--- src/rtl/fifo_pkg.sv ---
// Shared definitions for the parametrised single-clock FIFO: a ceiling-log2
// helper, default geometry and the parameter legality test used at elaboration.
package fifo_pkg;

  localparam int DEFAULT_DATA_W = 8;
  localparam int DEFAULT_DEPTH  = 16;

  // Smallest n with 2**n >= value; used to size address and pointer fields.
  function automatic int clog2(input int value);
    int result;
    int rem;
    result = 0;
    rem    = value - 1;
    while (rem > 0) begin
      result = result + 1;
      rem    = rem >> 1;
    end
    return result;
  endfunction

  // Geometry is legal when depth is a power of two of at least four and the
  // thresholds are ordered so almost_empty and almost_full never overlap.
  function automatic bit fifo_params_ok(input int data_w, input int depth,
                                        input int af_level, input int ae_level);
    bit pow2;
    pow2 = (depth >= 4) && ((depth & (depth - 1)) == 0);
    return (data_w >= 1) && pow2 && (ae_level < af_level) && (af_level <= depth);
  endfunction

endpackage

--- src/rtl/fifo_mem.sv ---
// Simple dual-port storage: one synchronous write port and one registered
// read port. Only the read register is reset; array contents are not.
module fifo_mem
  import fifo_pkg::*;
#(
  parameter int DATA_W = DEFAULT_DATA_W,
  parameter int DEPTH  = DEFAULT_DEPTH,
  localparam int AW    = clog2(DEPTH)
) (
  input  logic              clk,
  input  logic              rst,
  input  logic              wr_en,
  input  logic [AW-1:0]     wr_addr,
  input  logic [DATA_W-1:0] wr_data,
  input  logic              rd_en,
  input  logic [AW-1:0]     rd_addr,
  output logic [DATA_W-1:0] rd_data
);

  logic [DATA_W-1:0] mem [DEPTH];

  // Store the incoming word; no reset so the array maps onto plain RAM.
  always_ff @(posedge clk) begin
    if (wr_en) mem[wr_addr] <= wr_data;
  end

  // Capture the addressed word on a read and hold it otherwise. A same-edge
  // write to the same slot lands after this sample, so the old word is seen.
  always_ff @(posedge clk or posedge rst) begin
    if (rst)        rd_data <= '0;
    else if (rd_en) rd_data <= mem[rd_addr];
  end

endmodule

--- src/rtl/sync_fifo_param.sv ---
// Single-clock FIFO with occupancy count, threshold flags, sticky error flags,
// synchronous flush and one-cycle registered read data with a valid strobe.
module sync_fifo_param
  import fifo_pkg::*;
#(
  parameter int DATA_W   = DEFAULT_DATA_W,
  parameter int DEPTH    = DEFAULT_DEPTH,
  parameter int AF_LEVEL = DEPTH - 2,
  parameter int AE_LEVEL = 2,
  localparam int CNT_W   = clog2(DEPTH) + 1
) (
  input  logic              clk,
  input  logic              rst,
  input  logic              flush,
  input  logic              clr_err,
  input  logic              wr_en,
  input  logic [DATA_W-1:0] data_in,
  input  logic              rd_en,
  output logic [DATA_W-1:0] data_out,
  output logic              rd_valid,
  output logic              full,
  output logic              empty,
  output logic              almost_full,
  output logic              almost_empty,
  output logic [CNT_W-1:0]  count,
  output logic              overflow,
  output logic              underflow
);

  localparam int AW = CNT_W - 1;
  localparam logic [CNT_W-1:0] AF_CNT = AF_LEVEL[CNT_W-1:0];
  localparam logic [CNT_W-1:0] AE_CNT = AE_LEVEL[CNT_W-1:0];

  if (!fifo_params_ok(DATA_W, DEPTH, AF_LEVEL, AE_LEVEL)) begin : g_bad_params
    $error("sync_fifo_param: illegal DATA_W/DEPTH/AF_LEVEL/AE_LEVEL combination");
  end

  logic [CNT_W-1:0] wr_ptr;
  logic [CNT_W-1:0] rd_ptr;
  logic rd_ok;
  logic wr_ok;
  logic do_rd;
  logic do_wr;
  logic ovf_set;
  logic udf_set;

  // Status comes straight from the registered pointers, so it never depends
  // on the current cycle's requests and carries no extra lag.
  always_comb begin
    empty        = (wr_ptr == rd_ptr);
    full         = (wr_ptr[CNT_W-1] != rd_ptr[CNT_W-1]) &&
                   (wr_ptr[AW-1:0] == rd_ptr[AW-1:0]);
    count        = wr_ptr - rd_ptr;
    almost_full  = (count >= AF_CNT);
    almost_empty = (count <= AE_CNT);
  end

  // Accept/reject decisions. A write on full is still taken when a read frees
  // a slot in the same cycle. Flush drops both requests, and dropped requests
  // are not counted as errors.
  always_comb begin
    rd_ok   = rd_en & ~empty;
    wr_ok   = wr_en & (~full | rd_ok);
    do_rd   = rd_ok & ~flush;
    do_wr   = wr_ok & ~flush;
    ovf_set = wr_en & ~wr_ok & ~flush;
    udf_set = rd_en & empty & ~flush;
  end

  // Pointer advance; the extra MSB wraps naturally and keeps full/empty apart.
  always_ff @(posedge clk or posedge rst) begin
    if (rst) begin
      wr_ptr <= '0;
      rd_ptr <= '0;
    end else if (flush) begin
      wr_ptr <= '0;
      rd_ptr <= '0;
    end else begin
      if (do_wr) wr_ptr <= wr_ptr + 1'b1;
      if (do_rd) rd_ptr <= rd_ptr + 1'b1;
    end
  end

  // Valid strobe marks the cycle in which data_out carries a freshly read word.
  always_ff @(posedge clk or posedge rst) begin
    if (rst) rd_valid <= 1'b0;
    else     rd_valid <= do_rd;
  end

  // Sticky error flags; a new error in the same cycle as clr_err wins.
  always_ff @(posedge clk or posedge rst) begin
    if (rst) begin
      overflow  <= 1'b0;
      underflow <= 1'b0;
    end else begin
      overflow  <= ovf_set | (overflow & ~clr_err);
      underflow <= udf_set | (underflow & ~clr_err);
    end
  end

  fifo_mem #(
    .DATA_W (DATA_W),
    .DEPTH  (DEPTH)
  ) u_mem (
    .clk     (clk),
    .rst     (rst),
    .wr_en   (do_wr),
    .wr_addr (wr_ptr[AW-1:0]),
    .wr_data (data_in),
    .rd_en   (do_rd),
    .rd_addr (rd_ptr[AW-1:0]),
    .rd_data (data_out)
  );

endmodule

--- config.mk ---
export PLATFORM = sky130hd
export DESIGN_NAME = sync_fifo_param
export DESIGN_NICKNAME = d
export VERILOG_FILES = /design/src/rtl/fifo_pkg.sv /design/src/rtl/fifo_mem.sv /design/src/rtl/sync_fifo_param.sv
export SDC_FILE = /design/constraint.sdc
export NUM_CORES = 1
export LEC_CHECK = 0
export ABC_AREA = 1
export ABC_CLOCK_PERIOD_IN_PS = 2300
export BUFFER_PORTS_ARGS = -buffer_cell sky130_fd_sc_hd__buf_2
export CAP_MARGIN = 30
export CORE_MARGIN = 5
export CORE_UTILIZATION = 45
export DETAILED_ROUTE_END_ITERATION = 16
export PLACE_DENSITY = 0.61
export RECOVER_POWER = 25
export SETUP_SLACK_MARGIN = 0.05
export SYNTH_ARGS = -nofsm -noshare
export SYNTH_HDL_FRONTEND = slang
export SYNTH_HIERARCHICAL = 1
export SYNTH_SLANG_ARGS = --single-unit
--- constraint.sdc ---
create_clock -name clk -period 2.3 [get_ports clk]
set_clock_uncertainty 0.1 [all_clocks]
set_input_delay 0.69 -clock clk [delete_from_list [all_inputs] [get_ports clk]]
set_output_delay 0.69 -clock clk [all_outputs]
set_load 0.005 [all_outputs]
==> metrics.md, run 1 <==
| Metric | Value |
|---|---|
| Status | `complete, but fails checks` |
| Failing checks | `setup timing` |
| CTS tree | `done` |
| DR iter-0 viols | `~370` |
| Final hold violation count | `0` |
| Worst rel slew slack | `43.2%` |
| Synth top area cells | `edfxtp_1 59%, nand2_1 13%, nand3_1 9.1%` |
| Sequential standard cell area | `around 4400 um2` |
| Synthesized area per cell | `about 11 um2` |
| Fillers | `1,243` |
| CTS buffer count | `17` |
| DRT Pass-1 Iters | `5` |
| Final count of pins violating max slew | `0` |
| Crit-path max cell delay | `0.39 ns` |
| Initial core utilization | `between 40% and 50%` |
| Total die area | `approximately 17,000 um2` |
| RSZ-0062 raised after global routing | `yes` |
| Dpl ws | `-0.0773 ns` |
| Reg clk slew, reported paths | `around 0.060 ns` |
| Via density per instance | `about 5.2` |
| Commonest cells after routing, fill and taps aside | `230 x nand2_1, 128 x edfxtp_1, 116 x nand3_1` |
| I/O Buffers | `33` |
| DR vias | `4,564` |
| CTS Buffer Depth | `2` |
| Instance count on the critical path | `9` |
| R2R depth | `11` |
| Pwr Density | `897 nW/um2` |
| Crit path max-delay family | `adder cells` |
| # DRC | `0` |
| Multi-input gate area | `between 1500 and 2000 um2` |
| Mapped cell area | `between 6000 and 7000 um2` |
| DP Wirelength | `approximately 9400 um` |
| Number of buffers and inverters on the critical path | `3` |
| Final setup margin | `-0.491 ns` |
| Gate Count Post-Synth | `approximately 600` |
| Gpl congestion | `~0.81` |
| CTS root buf | `clkbuf_16` |
| CP max-delay cell | `dfrtp_1` |
| Area Overhead vs Synth | `19.9%` |
| Number of cell rows | `44` |
| Final setup fails | `8` |
| IO Pins | `34` |
| H-tree depth reported by CTS | `4` |
| Die Y | `~130 um` |
| Setup crit start kind | `register` |
| Vias in the first global route | `around 4,500` |
| Avg WL per Cell | `roughly 17 um` |
| Final wirelength | `15,000 um` |
| Top cell type's share of synthesized area | `slightly below 60%` |
| Nets | `between 700 and 800` |
| Flops & latches, synth | `roughly 150` |
| Post-synthesis sequential area ratio | `about two thirds` |
| Crit-path cells | `inv_2, ha_4, inv_2, fa_2, xor2_2, nor2_1, nand3_1, nor2_1, buf_2` |
| Hold buffers post-CTS | `0` |
| Syn_nets | `about 630` |
| Most common cell after layout, fill and taps aside | `nand2_1` |
| Routed Antenna Nets | `0` |
| Main synth FF type | `edfxtp_1` |
| Max Clk Rate | `~360 MHz` |
| Post-layout util | `approximately 54%` |
| Critical Path AT | `2.00 ns` |
| Largest net degree at the start of global routing | `40` |
| Leakage power | `roughly 3.2 nW` |
| GRT Residual Overflow | `0` |
| Core Box Area | `14,400 um2` |
| Kind of critical path | `reg2out` |
| Sink count of the clock tree | `about 150` |
| Synth warn | `6` |
| Final min period | `roughly 2.8 ns` |
| CP Max Fanout | `3` |
| Die width | `~130 um` |
| Initial antenna violation count | `0` |
| Tot GR Track Use | `approximately a fifth` |
| VDD IR max | `approximately 0.00043 V` |
| Setup TNS | `-2.08 ns` |
| Fin crit share | `121%` |
| Number of max-cap violations | `0` |
| Area leader, netlist | `edfxtp_1` |
| Yosys cell types | `27` |
| Crit path required time | `around 1.5 ns` |
| Worst-Margin Slew | `0.852 ns` |
| Number of flops mapped to enable cells by yosys | `128` |
| Share of layout cells above drive strength 1 | `around a fifth` |
| Clock Latency Late Sink | `approximately 0.43 ns` |
| Critical path endpoint category | `primary output` |
| Total power | `approximately 7 mW` |
| # diodes | `0` |
| Worst min path class | `in2async` |
| First-pass GRT wire length | `between 20,000 and 25,000 um` |
| Async set or reset register ratio after synthesis | `around 14%` |
-- repair_timing --
item | CTS | global route
endpoints found under the setup margin | 8 | 143
cloned | 0 | 0
gates resized for setup | 17 | 22
pin swaps | 11 | 9
buffers inserted | 7 | 3
-- synthesized netlist by cell type (2+ instances only) --
cell,number
a21oi_1,2
o21ai_0,3
nor2_1,24
nand4_1,5
buf_6,9
dfrtp_1,21
buf_4,4
ha_1,6
buf_2,10
nand2_2,3
nand2_1,233
nand3b_1,2
nand2_4,2
xor2_1,2
inv_2,4
edfxtp_1,128
inv_1,25
nand3_1,119
clkbuf_8,3
-- registers in the layout, summed over array words and instances (netlist names) --
name           cells
u_mem/mem        128
u_mem/rd_data      8
underflow          1
rd_ptr             5
overflow           1
rd_valid           1
wr_ptr             5
-- cell type report --
cell class / count / share of cell area (%)
inverter: 29 / 1.42
clock inverter: 15 / 2.04
multi-input combinational: 409 / 25.2
clock buffer: 17 / 5.42
timing repair buffer: 78 / 7.34
sequential: 149 / 55.6
tap: 184 / 2.93
-- power breakdown --
part | switching (mW) | internal (mW) | leakage [nW]
Sequential | 0.0465 | 3.04 | 1.43
Clock | 1.06 | 1.69 | 0.288
Combinational | 0.747 | 0.461 | 1.49
Total | 1.86 | 5.19 | 3.20
-- layer usage --
layer  global-route usage, %  wire length [um]
met1                    25.9              6840
met2                    29.3              7210
met3                    4.96               632
met4                    7.14               332
met5                       0                 0
-- worst register-to-register path: cells and delay by family (launching register included) --
family	cells	cell delay, ns
AND/OR/NAND/NOR	6	0.57
buffers and inverters	4	0.50
flip-flops	1	0.41
adder cells (fa/ha/maj)	1	0.27
-- stage by stage --
stage / instances / cell area [um2] / hold WS, ns
floorplan: 613 / 6570 / 0.372
global placement: 840 / 7050 / 0.363
detailed placement: 840 / 7050 / 0.364
CTS: 879 / 7770 / 0.109
global route: 881 / 7860 / 0.137
finish: 881 / 7860 / 0.0947
-- cells by family after synthesis --
group,count (synthesis),synth area share [%]
buf+inv,55,5.06
flops,149,66.7
xor+xnor,2,0.267
simple gates,393,25.9
fa+ha+maj,7,1.45
compound gates,7,0.592
-- final timing paths --
| path | startpoint | endpoint | slack, ns |
|---|---|---|---|
| worst min-delay path | rst | u_mem/rd_data[0]$_DFFE_PP0P_ | 0.09 |
| worst max-delay path | wr_ptr[0]$_DFFE_PP0P_ | almost_empty | -0.49 |
| min in group clk | clr_err | overflow$_DFF_PP0_ | 0.37 |
| worst min register to register | u_mem/rd_data[6]$_DFFE_PP0P_ | u_mem/rd_data[6]$_DFFE_PP0P_ | 0.38 |
| max in group asynchronous | rst | rd_ptr[0]$_DFFE_PP0P_ | 1.51 |
| worst max register to register | wr_ptr[3]$_DFFE_PP0P_ | u_mem/mem[10][1]$_DFFE_PP_ | 0.16 |
No activity file was read; power rests on OpenSTA's default activity.
==> run 2: changes to the inputs <==
- RECOVER_POWER: 25 -> not set
==> run 2 against run 1 <==
  * The flow still finishes with violations (setup timing)
  * Combinational power hardly changed
  * Global-route usage did not move
  * Non-clock buffer count unchanged
  * Clock power hardly changed
  * Largest cell class unchanged
==> metrics.md, run 2 (synthesis results as in run 1) <==
| Metric | Value |
|---|---|
| Crit path max-delay family | `adder cells` |
| CTS Buffer Depth | `2 (unchanged)` |
| Die width | `131 um (unchanged)` |
| Total die area | `17,100 um2 (unchanged)` |
| IO Pins | `34 (unchanged)` |
| H-tree depth reported by CTS | `4 (unchanged)` |
| First-pass GRT wire length | `24,000 um (unchanged)` |
| Critical path endpoint category | `primary output` |
| GRT Residual Overflow | `0 (unchanged)` |
| CP Max Fanout | `3 (unchanged)` |
| I/O Buffers | `33 (unchanged)` |
| Gpl congestion | `0.812 (unchanged)` |
| DP Wirelength | `9420 um (unchanged)` |
| Final std cells w/o fill | `881 (unchanged)` |
| Flop-to-flop setup slack | `0.16 ns (about the same)` |
| CP max-delay cell | `dfrtp_1` |
| # DRC | `0 (unchanged)` |
| Critical Path AT | `2.00 ns (about the same)` |
| Pwr Density | `895 nW/um2 (-0.17%)` |
| Final count of pins violating max slew | `0 (unchanged)` |
| Crit-path max cell delay | `0.38 ns (about the same)` |
| Vias in the first global route | `4,476 (unchanged)` |
| Largest net degree at the start of global routing | `40 (unchanged)` |
| Area Overhead vs Synth | `20.1%` |
| Number of max-cap violations | `0 (unchanged)` |
| Final hold violation count | `0 (unchanged)` |
| Setup TNS | `-2.04 ns (+0.0349 ns)` |
| Max Clk Rate | `359 MHz (+0.11%)` |
| Leakage power | `3.22 nW (+0.69%)` |
| Routed Antenna Nets | `0 (unchanged)` |
| Number of buffers and inverters on the critical path | `3 (unchanged)` |
| Nets | `705 (unchanged)` |
| Reg2reg end | `u_mem/mem[10][1]$_DFFE_PP_` |
| Final setup margin | `-0.488 ns (+0.00307 ns)` |
| CTS buffer count | `17 (unchanged)` |
| Crit-path cells | `inv_2, ha_4, inv_2, fa_2, xor2_2, nor2_1, nand3_1, nor2_1, buf_2` |
| Final min period | `2.79 ns (-0.00307 ns)` |
| DRT Pass-1 Iters | `4 (-1)` |
| Total power | `7.04 mW (about the same)` |
| Failing checks | `setup timing` |
| Tot GR Track Use | `19.0% (unchanged)` |
| Dpl ws | `-0.0773 ns (unchanged)` |
| Number of cell rows | `44 (unchanged)` |
| Kind of critical path | `reg2out` |
| Biggest register | `u_mem/mem` |
| Clock Latency Late Sink | `0.42 ns (about the same)` |
| Worst rel slew slack | `63.3% (+20 points)` |
| DR vias | `4,549 (-0.33%)` |
| Initial core utilization | `45.4% (unchanged)` |
| R2R depth | `11 (unchanged)` |
| Share of layout cells above drive strength 1 | `20.9% (+1.1 points)` |
| Reg-to-Reg Start | `wr_ptr[3]$_DFFE_PP0P_` |
| CTS root buf | `clkbuf_16` |
| Cells after DPL | `840 (unchanged)` |
| Status | `complete, but fails checks` |
| CTS tree | `done` |
| Core Box Area | `14,400 um2 (unchanged)` |
| Worst-Margin Slew | `0.551 ns (-0.301 ns)` |
| Placed instance area | `7050 um2 (unchanged)` |
| Initial antenna violation count | `0 (unchanged)` |
| Final hold slack | `0.119 ns (+0.0239 ns)` |
| Avg WL per Cell | `17.0 um (about the same)` |
| VDD IR max | `0.000426 V (-0.78%)` |
| DR iter-0 viols | `420 (+13%)` |
| Commonest cells after routing, fill and taps aside | `230 x nand2_1, 128 x edfxtp_1, 116 x nand3_1` |
| Sink count of the clock tree | `149 (unchanged)` |
| Instance count on the critical path | `9 (unchanged)` |
| Most common cell after layout, fill and taps aside | `nand2_1` |
| Via density per instance | `5.16 (-0.33%)` |
| Top flop regs | `u_mem/mem: 128 flops, u_mem/rd_data: 8 flops` |
| Worst min path class | `in2async` |
| Post-layout util | `54.5% (+0.069 points)` |
| Crit path required time | `1.51 ns (about the same)` |
| Fin crit share | `121% (-0.13 points)` |
| Final setup fails | `8 (unchanged)` |
| RSZ-0062 raised after global routing | `yes` |
| Final wirelength | `15,000 um (about the same)` |
| # diodes | `0 (unchanged)` |
| Setup crit start kind | `register` |
| Die Y | `131 um (unchanged)` |
| Max FFs per register | `128 (unchanged)` |
| Reg clk slew, reported paths | `0.06 ns (about the same)` |
| Final Cell Area | `7870 um2 (+0.13%)` |
-- run 2: routing by layer --
layer  share of wire (%)  track usage, %  vias up
li1                    -               -     2230
met1                  45            25.9     2192
met2                  48            29.3      105
met3                 4.1            4.96       22
met4                 2.2            7.14        0
met5                   0               0        -
-- run 2: worst max-delay path by stage --
stage,slack [ns],to,startpoint
2_1_floorplan,0.006,almost_empty,wr_ptr[0]$_DFFE_PP0P_
3_3_place_gp,-0.04,almost_empty,wr_ptr[0]$_DFFE_PP0P_
3_5_place_dp,-0.08,almost_empty,wr_ptr[0]$_DFFE_PP0P_
4_1_cts,-0.50,almost_empty,wr_ptr[0]$_DFFE_PP0P_
5_1_grt,-0.63,almost_empty,wr_ptr[0]$_DFFE_PP0P_
6_report,-0.49,almost_empty,wr_ptr[0]$_DFFE_PP0P_
-- run 2: final cells by class --
class	count	area, um2
fill	1241	6560
sequential	149	4370
multi-input combinational	409	1980
timing repair buffer	78	587
clock buffer	17	425
tap	184	230
clock inverter	15	160
inverter	29	111
-- run 2: repair_timing --
action	in CTS	in global routing
pin swaps	11	9
setup buffers	7	3
hold buffers	0	0
gates resized for setup	17	22
setup endpoints to repair	8	143
-- run 2: report_power, final --
part / total (mW) / switching, mW / internal (mW)
Sequential: 3.08 / 0.0467 / 3.04
Clock: 2.75 / 1.06 / 1.69
Combinational: 1.21 / 0.747 / 0.463
